$ cat src/rtl/vga_timing_pkg.sv
// Shared 640x480@60 timing constants, 2-bit colour type and colour helpers for the frame-buffer scan-out.
package vga_timing_pkg;

    localparam int unsigned H_VISIBLE = 640;
    localparam int unsigned H_FRONT   = 16;
    localparam int unsigned H_SYNC    = 96;
    localparam int unsigned H_BACK    = 48;
    localparam int unsigned H_TOTAL   = H_VISIBLE + H_FRONT + H_SYNC + H_BACK;

    localparam int unsigned V_VISIBLE = 480;
    localparam int unsigned V_FRONT   = 10;
    localparam int unsigned V_SYNC    = 2;
    localparam int unsigned V_BACK    = 33;
    localparam int unsigned V_TOTAL   = V_VISIBLE + V_FRONT + V_SYNC + V_BACK;

    localparam int unsigned COLS                    = 160;
    localparam int unsigned ROWS                    = 120;
    localparam int unsigned SCALE_SHIFT             = 2;
    localparam int unsigned BITS_PER_COLOUR_CHANNEL = 2;
    localparam int unsigned ADDR_W                  = 15;
    localparam int unsigned CNT_W                   = 10;
    localparam int unsigned BAR_W                   = H_VISIBLE / 8;

    typedef struct packed {
        logic [1:0] r;
        logic [1:0] g;
        logic [1:0] b;
    } rgb2_t;

    function automatic logic [7:0] expand2to8(input logic [1:0] c);
        return {4{c}};
    endfunction

    function automatic logic [2:0] bar_index(input logic [CNT_W-1:0] h);
        logic [2:0] idx;
        idx = '0;
        for (int unsigned i = 1; i < 8; i++) begin
            if (h >= CNT_W'(i * BAR_W)) idx = 3'(i);
        end
        return idx;
    endfunction

    function automatic rgb2_t bar_colour(input logic [2:0] idx);
        rgb2_t c;
        case (idx)
            3'd0:    c = 6'b11_11_11;
            3'd1:    c = 6'b11_11_00;
            3'd2:    c = 6'b00_11_11;
            3'd3:    c = 6'b00_11_00;
            3'd4:    c = 6'b11_00_11;
            3'd5:    c = 6'b11_00_00;
            3'd6:    c = 6'b00_00_11;
            default: c = 6'b00_00_00;
        endcase
        return c;
    endfunction

endpackage

$ cat src/rtl/vga_timing_gen.sv
// Pixel-enable divider, h/v scan counters and combinational sync/visible flags for the current position.
module vga_timing_gen
    import vga_timing_pkg::*;
#(
    parameter int unsigned H_VISIBLE = vga_timing_pkg::H_VISIBLE,
    parameter int unsigned H_FRONT   = vga_timing_pkg::H_FRONT,
    parameter int unsigned H_SYNC    = vga_timing_pkg::H_SYNC,
    parameter int unsigned H_BACK    = vga_timing_pkg::H_BACK,
    parameter int unsigned V_VISIBLE = vga_timing_pkg::V_VISIBLE,
    parameter int unsigned V_FRONT   = vga_timing_pkg::V_FRONT,
    parameter int unsigned V_SYNC    = vga_timing_pkg::V_SYNC,
    parameter int unsigned V_BACK    = vga_timing_pkg::V_BACK
) (
    input  logic             i_clk,
    input  logic             i_rst_n,
    output logic             o_pix_en,
    output logic [CNT_W-1:0] o_h_cnt,
    output logic [CNT_W-1:0] o_v_cnt,
    output logic             o_hs_n,
    output logic             o_vs_n,
    output logic             o_visible,
    output logic             o_frame_wrap
);

    localparam logic [CNT_W-1:0] H_LAST = CNT_W'(H_VISIBLE + H_FRONT + H_SYNC + H_BACK - 1);
    localparam logic [CNT_W-1:0] V_LAST = CNT_W'(V_VISIBLE + V_FRONT + V_SYNC + V_BACK - 1);
    localparam logic [CNT_W-1:0] H_VIS  = CNT_W'(H_VISIBLE);
    localparam logic [CNT_W-1:0] V_VIS  = CNT_W'(V_VISIBLE);
    localparam logic [CNT_W-1:0] HS_BEG = CNT_W'(H_VISIBLE + H_FRONT);
    localparam logic [CNT_W-1:0] HS_END = CNT_W'(H_VISIBLE + H_FRONT + H_SYNC);
    localparam logic [CNT_W-1:0] VS_BEG = CNT_W'(V_VISIBLE + V_FRONT);
    localparam logic [CNT_W-1:0] VS_END = CNT_W'(V_VISIBLE + V_FRONT + V_SYNC);

    logic             r_pix_en;
    logic [CNT_W-1:0] r_h_cnt;
    logic [CNT_W-1:0] r_v_cnt;

    always_ff @(posedge i_clk or negedge i_rst_n) begin
        if (!i_rst_n) begin
            r_pix_en <= 1'b0;
            r_h_cnt  <= '0;
            r_v_cnt  <= '0;
        end else begin
            r_pix_en <= ~r_pix_en;
            if (r_pix_en) begin
                if (r_h_cnt == H_LAST) begin
                    r_h_cnt <= '0;
                    if (r_v_cnt == V_LAST) r_v_cnt <= '0;
                    else                   r_v_cnt <= r_v_cnt + 1'b1;
                end else begin
                    r_h_cnt <= r_h_cnt + 1'b1;
                end
            end
        end
    end

    assign o_pix_en     = r_pix_en;
    assign o_h_cnt      = r_h_cnt;
    assign o_v_cnt      = r_v_cnt;
    assign o_hs_n       = !((r_h_cnt >= HS_BEG) && (r_h_cnt < HS_END));
    assign o_vs_n       = !((r_v_cnt >= VS_BEG) && (r_v_cnt < VS_END));
    assign o_visible    = (r_h_cnt < H_VIS) && (r_v_cnt < V_VIS);
    // Qualified with pix_en so the downstream register sees a single-clock pulse per frame.
    assign o_frame_wrap = r_pix_en && (r_h_cnt == '0) && (r_v_cnt == '0);

endmodule

$ cat src/rtl/pixel_scanout.sv
// 160x120 frame-buffer read side: 4x upscaled fetch, 2-stage pixel pipe and VGA pin drive.
// Optional colour-bar test pattern with tp_sel input when PIXEL_SCANOUT_TESTPAT_EN is defined.
module pixel_scanout
    import vga_timing_pkg::*;
#(
    parameter int unsigned H_VISIBLE = vga_timing_pkg::H_VISIBLE,
    parameter int unsigned H_FRONT   = vga_timing_pkg::H_FRONT,
    parameter int unsigned H_SYNC    = vga_timing_pkg::H_SYNC,
    parameter int unsigned H_BACK    = vga_timing_pkg::H_BACK,
    parameter int unsigned V_VISIBLE = vga_timing_pkg::V_VISIBLE,
    parameter int unsigned V_FRONT   = vga_timing_pkg::V_FRONT,
    parameter int unsigned V_SYNC    = vga_timing_pkg::V_SYNC,
    parameter int unsigned V_BACK    = vga_timing_pkg::V_BACK,
    parameter int unsigned ADDR_W    = vga_timing_pkg::ADDR_W
) (
    input  logic              clock,
    input  logic              resetn,
    output logic [ADDR_W-1:0] rd_addr,
    input  logic [5:0]        rd_data,
`ifdef PIXEL_SCANOUT_TESTPAT_EN
    input  logic              tp_sel,
`endif
    output logic              frame_start,
    output logic              VGA_CLK,
    output logic              VGA_HS,
    output logic              VGA_VS,
    output logic              VGA_BLANK_N,
    output logic              VGA_SYNC_N,
    output logic [7:0]        VGA_R,
    output logic [7:0]        VGA_G,
    output logic [7:0]        VGA_B
);

    logic              w_pix_en;
    logic [CNT_W-1:0]  w_h_cnt;
    logic [CNT_W-1:0]  w_v_cnt;
    logic              w_hs_n;
    logic              w_vs_n;
    logic              w_visible;
    logic              w_frame_wrap;
    logic [ADDR_W-1:0] w_row;
    logic [ADDR_W-1:0] w_col;
    logic [ADDR_W-1:0] w_addr;
    rgb2_t             w_pix;

    logic [ADDR_W-1:0] r_addr;
    logic              r_hs0;
    logic              r_vs0;
    logic              r_vis0;
    logic              r_frame_start;
    logic              r_vga_clk;
    logic              r_hs;
    logic              r_vs;
    logic              r_blank_n;
    logic [7:0]        r_r;
    logic [7:0]        r_g;
    logic [7:0]        r_b;

    vga_timing_gen #(
        .H_VISIBLE (H_VISIBLE),
        .H_FRONT   (H_FRONT),
        .H_SYNC    (H_SYNC),
        .H_BACK    (H_BACK),
        .V_VISIBLE (V_VISIBLE),
        .V_FRONT   (V_FRONT),
        .V_SYNC    (V_SYNC),
        .V_BACK    (V_BACK)
    ) u_timing (
        .i_clk        (clock),
        .i_rst_n      (resetn),
        .o_pix_en     (w_pix_en),
        .o_h_cnt      (w_h_cnt),
        .o_v_cnt      (w_v_cnt),
        .o_hs_n       (w_hs_n),
        .o_vs_n       (w_vs_n),
        .o_visible    (w_visible),
        .o_frame_wrap (w_frame_wrap)
    );

    assign w_row  = ADDR_W'(w_v_cnt >> SCALE_SHIFT);
    assign w_col  = ADDR_W'(w_h_cnt >> SCALE_SHIFT);
    // row*160 as row*128 + row*32 keeps the multiply in plain adders.
    assign w_addr = (w_row << 7) + (w_row << 5) + w_col;

`ifdef PIXEL_SCANOUT_TESTPAT_EN
    logic [2:0] r_bar0;

    always_ff @(posedge clock or negedge resetn) begin
        if (!resetn)       r_bar0 <= '0;
        else if (w_pix_en) r_bar0 <= bar_index(w_h_cnt);
    end
`endif

    always_comb begin
        w_pix = rgb2_t'(rd_data);
`ifdef PIXEL_SCANOUT_TESTPAT_EN
        if (tp_sel) w_pix = bar_colour(r_bar0);
`endif
    end

    always_ff @(posedge clock or negedge resetn) begin
        if (!resetn) begin
            r_vga_clk     <= 1'b0;
            r_frame_start <= 1'b0;
        end else begin
            r_vga_clk     <= w_pix_en;
            r_frame_start <= w_frame_wrap;
        end
    end

    // Stage 0 on pix_en=1 registers address and flags; stage 1 on pix_en=0 meets the RAM data.
    always_ff @(posedge clock or negedge resetn) begin
        if (!resetn) begin
            r_addr    <= '0;
            r_hs0     <= 1'b1;
            r_vs0     <= 1'b1;
            r_vis0    <= 1'b0;
            r_hs      <= 1'b1;
            r_vs      <= 1'b1;
            r_blank_n <= 1'b0;
            r_r       <= '0;
            r_g       <= '0;
            r_b       <= '0;
        end else if (w_pix_en) begin
            if (w_visible) r_addr <= w_addr;
            r_hs0  <= w_hs_n;
            r_vs0  <= w_vs_n;
            r_vis0 <= w_visible;
        end else begin
            r_hs      <= r_hs0;
            r_vs      <= r_vs0;
            r_blank_n <= r_vis0;
            r_r       <= r_vis0 ? expand2to8(w_pix.r) : '0;
            r_g       <= r_vis0 ? expand2to8(w_pix.g) : '0;
            r_b       <= r_vis0 ? expand2to8(w_pix.b) : '0;
        end
    end

    assign rd_addr     = r_addr;
    assign frame_start = r_frame_start;
    assign VGA_CLK     = r_vga_clk;
    assign VGA_HS      = r_hs;
    assign VGA_VS      = r_vs;
    assign VGA_BLANK_N = r_blank_n;
    assign VGA_SYNC_N  = 1'b0;
    assign VGA_R       = r_r;
    assign VGA_G       = r_g;
    assign VGA_B       = r_b;

endmodule
$ cat config.mk
export PLATFORM = sky130hd
export DESIGN_NAME = pixel_scanout
export DESIGN_NICKNAME = d
export VERILOG_FILES = /design/src/rtl/vga_timing_pkg.sv /design/src/rtl/vga_timing_gen.sv /design/src/rtl/pixel_scanout.sv
export SDC_FILE = /design/constraint.sdc
export NUM_CORES = 1
export LEC_CHECK = 0
export BUFFER_PORTS_ARGS = -buffer_cell sky130_fd_sc_hd__buf_2
export CORE_ASPECT_RATIO = 1.25
export CORE_MARGIN = 2
export CORE_UTILIZATION = 50
export CTS_CLUSTER_SIZE = 40
export DETAILED_ROUTE_END_ITERATION = 12
export GPL_ROUTABILITY_DRIVEN = 0
export PLACE_DENSITY = 0.77
export SLEW_MARGIN = 20
export SYNTH_ARGS = -nofsm -noshare
export SYNTH_HDL_FRONTEND = slang
export SYNTH_HIERARCHICAL = 1
export SYNTH_SLANG_ARGS = --single-unit
$ cat constraint.sdc
create_clock -name clock -period 2.34 [get_ports clock]
set_input_delay 0.351 -clock clock [delete_from_list [all_inputs] [get_ports clock]]
set_output_delay 0.351 -clock clock [all_outputs]
set_load 0.005 [all_outputs]
# After elaboration in Yosys (flattened, before gate mapping)
# Cells that the tools add are included.
dict set report totals {
  output_inout_bits 45
  ff_bits 68
  input_bits 8
  wordCells 44
}
dict set report classes {
  n_mux 5
  bitwise 1
  eq_ne 2
  addsub 4
  n_reduce_logical 11
  order_cmp 6
}
# cell count
set ops {}
lappend ops {{$mux W8} 3}
lappend ops {{$add A10 B1 Y10 const B} 2}
lappend ops {{$eq A10 B10 Y1 const B} 2}
lappend ops {{$logic_not A10 Y1} 2}
lappend ops {{$lt A10 B10 Y1 const B} 2}
lappend ops {{$lt A10 B9 Y1 const B} 2}
lappend ops {{$mux W10} 2}
lappend ops {{$add A15 B13 Y15} 1}
lappend ops {{$add A15 B8 Y15} 1}
lappend ops {{$ge A10 B10 Y1 const B} 1}
lappend ops {{$ge A10 B9 Y1 const B} 1}
lappend ops {{$logic_and A1 B1 Y1} 5}
lappend ops {{$reduce_and A2 Y1} 2}
lappend ops {{$logic_not A1 Y1} 2}
lappend ops {{$not A1 Y1} 1}

# Depth between registers and ports, before layout
dict set report logic_depth {
  word_depth 3
  ltp_mapped 9
  depth_no_buf 8
}

# Cells and area by module
# Netlist, hierarchy kept.
# module area_per_inst_um2 instances seq_area_each_um2 cells_each
set by_module_without_submodules {}
lappend by_module_without_submodules {pixel_scanout 1707.9 1 730.7 169}
lappend by_module_without_submodules {vga_timing_gen 1191.1 1 525.5 128}

# Least setup slack after synthesis
# OpenSTA, ideal clock, no wires.
dict set report synth_path {
  path_type {register to register}
  startpoint {reg u_timing.r_h_cnt[9], in the netlist u_timing/o_h_cnt[9]}
  endpoint {reg r_addr[13], in the netlist rd_addr[13]}
  required_ns 2.270
  n_path_buf 0
  path_slack_ns -0.035
  synth_period_minus_slack_ns 2.375
  stages_incl_launch_ff 9
  setup_ns 0.070
  arrival_time_ns 2.304
  path_cell_list {dfrtp_1 -> inv_1 -> fa_1 -> inv_1 -> ha_1 -> a211oi_1 -> o21ai_1 -> or4_1 -> nand3b_1}
}
dict set report synth_via {
  elab_chain_cells 3
  word_cells_on_any_way 4
  classes_between {1 x add/sub; 1 x order compare; 2 x reduce/logical}
}
# element line
set synth_lines {}
lappend synth_lines {{start: declaration} vga_timing_gen.sv:35} ;# logic [CNT_W-1:0] r_h_cnt;
lappend synth_lines {{start signal: assignment} vga_timing_gen.sv:51} ;# r_h_cnt <= r_h_cnt + 1'b1;
lappend synth_lines {{$lt A10 B10 Y1} vga_timing_gen.sv:62} ;# assign o_visible = (r_h_cnt < H_VIS) && (r_v_cnt < V_VIS);
lappend synth_lines {{$logic_and A1 B1 Y1} vga_timing_gen.sv:62}
lappend synth_lines {{$reduce_and A2 Y1 (no line)} -}
lappend synth_lines {{end signal: assignment} pixel_scanout.sv:125} ;# if (w_visible) r_addr <= w_addr;
lappend synth_lines {{end: declaration} pixel_scanout.sv:46} ;# logic [ADDR_W-1:0] r_addr;
# Several ways; a longest one is shown, not always the timed one.
# A chain may end at the register's enable or synchronous reset.

# Worst setup path after layout
dict set report layout_path {
  startpoint {reg u_timing.r_v_cnt[4], in the netlist u_timing/o_v_cnt[4]}
  endpoint {reg r_addr[13], in the netlist rd_addr[13]}
}
dict set report layout_via {
  elab_chain_cells 3
  word_cells_on_any_way 5
  classes_between {2 x add/sub; 1 x order compare; 2 x reduce/logical}
}
# element line
set layout_lines {}
lappend layout_lines {{start: declaration} vga_timing_gen.sv:36} ;# logic [CNT_W-1:0] r_v_cnt;
lappend layout_lines {{start signal: assignment} vga_timing_gen.sv:49} ;# else r_v_cnt <= r_v_cnt + 1'b1;
lappend layout_lines {{branches (longest 3 deep; another with $add A15 B13 Y15)} -}
# Several ways; the timed one is not identified.

==> impl_metrics.ini <==
[synth]
synth_enable_flop_cells = 0
postSynthRegisterBits = 50
synth_area_leaders = sky130_fd_sc_hd__dfrtp_1, sky130_fd_sc_hd__ha_1, sky130_fd_sc_hd__nand2_1
post_synth.cell_area_avg_um2 = 9.76
yosys.area.top_type_share = 0.397
synth.cell_area_mm2 = 0.00290
synthDistinctLibCells = 51
syn-num-nets = 327
synth_seq_area_share = 0.433
post_synth_inst_count = 297
netlist.top_cell.by_area = sky130_fd_sc_hd__dfrtp_1
most_used_flip_flop_cell_after_synthesis = sky130_fd_sc_hd__dfrtp_1
synthArstFlopShare = 1.00
synth-warning-count = 6

[clocking]
cts_tree = yes
numCtsBuffers = 5
htree_levels = 2
sinks_on_the_clock_net = 50
ctsLongestPathBuffers = 2
clk_root_buffer_cell = sky130_fd_sc_hd__clkbuf_8
clock_latency_ns = 0.30
clock_edge_transition_at_the_registers_on_the_reported_setup_and_hold_paths_ns = 0.09

[min_path]
timing.hold.worst.start = rd_data[1]
min-delay-path-class = input port to register
holdPathStages = 3
holdPathEnd = VGA_B[5]$_DFFE_PN0N_

[timing]
post-route-worst-setup-slack_ns = 0.117
slew_violations = 0
tightest_slew_ns = 0.570
min_period_over_period = 0.950
fmaxAchievable_ghz = 0.450
unrepaired_setup_endpoints_after_global_routing = no
finalHoldViolations = 0
fin_worst_skew_ns = 0.0108
finalWorstPathRequiredPeriod_ns = 2.22
maxSlewHeadroom = 0.619
setup_viol = 0

[setup_path]
worstReg2RegEnd = rd_addr[13]$_DFFE_PN0P_
setup.worst_path.class = register to register
timing.critical_path.cells = inv_2 -> fa_1 -> inv_2 -> ha_4 -> a211oi_2 -> o21ai_2 -> or4_1 -> nand3b_1
critical-path-top-delay-family = adder cells
worst-r2r-setup-slack_ns = 0.12
crit_path_top_delay_cell = sky130_fd_sc_hd__fa_1
crit_path_max_incr_delay_ns = 0.59
critical_path.reg2reg.startpoint = u_timing/o_v_cnt[4]$_DFFE_PN0P_
timing.critical_path.from_type = register
endpoint_kind = register
worst-endpoint-required_ns = 2.58
arrival_ns = 2.47
timing.reg2reg.worst_path_depth = 8
top_fanout_value_on_the_critical_path = 3
worst_path_most_repeated_cell = sky130_fd_sc_hd__inv_2
path_buf_inv = 2

[grt]
busiest_layer = met2
groute.usage.overall = 0.195
overflow = 0
number_of_global_route_vias_before_repair = 2244
grt.met2_usage = 0.354
global_route.usage.met1 = 0.214
met3_usage = 0.0338
global_route_wire_length_before_repair_um = 9820
antenna_found_initial = 0
grt_max_degree = 32

[power_and_ir_drop]
max-vdd-ir-drop_v = 0.000354
power_per_cell_area_mw_per_mm2 = 431
total_leakage_power_uw = 0.00167

[routing]
wl_um = 5870
vias_per_cell = 5.49
vias = 2258
routed_wire_length_per_instance_um = 14.3
ant_nets = 0
drtPass1Iterations = 4
detail_route.iter0.violations = 101
drc_errors = 0

[die]
design.portCount = 53
die-area_mm2 = 0.00643
die_span_in_x_um = 72.1
fp.dieH_um = 89.1
floorplan.initialDensity = 0.508
core_area_mm2 = 0.00570
placement_rows = 31

[final_layout]
post_route_cells_drive_above_1_share = 0.272
final_net_count = 374
signed_area_change_from_the_synthesized_netlist_to_the_final_layout_pct = 14.7
num_antenna_cells = 0
instances_no_fill = 411
layout.cells.most_common_list = sky130_fd_sc_hd__buf_2, sky130_fd_sc_hd__dfrtp_1, sky130_fd_sc_hd__nand2_1
commonest_non_fill_non_tap_cell_in_the_layout = sky130_fd_sc_hd__buf_2

[placed_design]
dp.cells = 401
post-place-ws_ns = -0.0000691
io_buffers = 51
estimated_wirelength_of_the_detail_placed_design_um = 4320

[run]
timing.max_cap.violations = 0

[status]
run_status = finished clean
-- stage by stage --
stage	total power (µW)	setup TNS (ns)	hold slack, ns	area, µm²	utilization
4_1_cts	1450	0	0.269	3270	0.573
3_3_place_gp	946	0	0.268	3170	0.555
3_5_place_dp	948	-0.0000691	0.268	3170	0.555
6_report	1430	0	0.273	3320	0.583
5_1_grt	1500	0	0.270	3320	0.583
2_1_floorplan	925	0	0.0554	2910	-
-- worst max-delay path by stage --
| stage | depth (start not counted) | end | startpoint |
|---|---|---|---|
| floorplan | 8 | rd_addr[13]$_DFFE_PN0P_ | u_timing/o_v_cnt[4]$_DFFE_PN0P_ |
| global placement | 8 | rd_addr[13]$_DFFE_PN0P_ | u_timing/o_v_cnt[4]$_DFFE_PN0P_ |
| detailed placement | 8 | rd_addr[13]$_DFFE_PN0P_ | u_timing/o_v_cnt[4]$_DFFE_PN0P_ |
| CTS | 8 | rd_addr[13]$_DFFE_PN0P_ | u_timing/o_h_cnt[9]$_DFFE_PN0P_ |
| global route | 8 | rd_addr[13]$_DFFE_PN0P_ | u_timing/o_v_cnt[4]$_DFFE_PN0P_ |
| finish | 8 | rd_addr[13]$_DFFE_PN0P_ | u_timing/o_v_cnt[4]$_DFFE_PN0P_ |
-- power breakdown --
part | leakage (µW) | switching [µW] | internal [µW]
Sequential | 0.000636 | 5.04 | 869
Clock | 0.0000374 | 292 | 211
Combinational | 0.00100 | 31.5 | 24.3
-- synth_stat cells (all sizes together) (5+ instances only) --
cell type,number
and3,6
buf,25
dfrtp,46
ha,20
inv,16
mux2,8
nand2,43
nand3,8
nand4,6
nor2,14
nor3b,5
o21ai,23
o31ai,5
xnor2,6
-- registers in the layout, indices dropped and copies added, names as in the netlist --
| name | flops |
|---|---|
| VGA_VS | 1 |
| u_timing/o_pix_en | 1 |
| VGA_CLK | 1 |
| VGA_R | 2 |
| r_hs0 | 1 |
| u_timing/o_v_cnt | 10 |
| VGA_BLANK_N | 1 |
| r_vis0 | 1 |
| u_timing/o_h_cnt | 10 |
| VGA_HS | 1 |
| VGA_B | 2 |
| frame_start | 1 |
| VGA_G | 2 |
| rd_addr | 15 |
| r_vs0 | 1 |
-- layer usage --
metal,part of all wire,vias up
met5,0,-
met4,0.028,0
met3,0.043,12
met2,0.53,58
met1,0.40,1069
li1,-,1119
-- area by class of cell --
cell class / count / area (µm²)
clock buffers: 6 / 72.6
clock inverters: 2 / 15.0
fillers: 492 / 2380
inverters: 16 / 60.1
multi-input cells: 203 / 1450
flip-flops and latches: 50 / 1260
well taps: 66 / 82.6
repair buffers: 68 / 385
-- worst reg2reg max path: stages (launching register included) --
cell                       delay, ns
sky130_fd_sc_hd__dfrtp_2        0.38
sky130_fd_sc_hd__inv_2          0.04
sky130_fd_sc_hd__fa_1           0.59
sky130_fd_sc_hd__inv_2          0.07
sky130_fd_sc_hd__ha_4           0.25
sky130_fd_sc_hd__a211oi_2       0.24
sky130_fd_sc_hd__o21ai_2        0.10
sky130_fd_sc_hd__or4_1          0.40
sky130_fd_sc_hd__nand3b_1       0.09
-- kinds of logic after synthesis --
kind of cell               count (synthesis)  share of synthesized area
muxes                                      9                     0.0345
buffers and inverters                     44                     0.0859
other                                      1                    0.00129
AOI/OAI and AO/OA                         52                      0.112
adders and majority gates                 22                      0.100
and+or+nand+nor                          109                      0.203
DFF                                       50                      0.433
xor gates and xnor gates                  10                     0.0302
-- what timing repair did --
action / in CTS / in global routing
hold buffers: 1 / 0
cloned: 0 / 0
endpoints found under the setup margin: 1 / 3
pin swaps: 2 / 7
buffers inserted: 0 / 1
hold endpoints to repair: 13 / 0
gates resized for setup: 1 / 10
(Power assumes the default switching activity.)
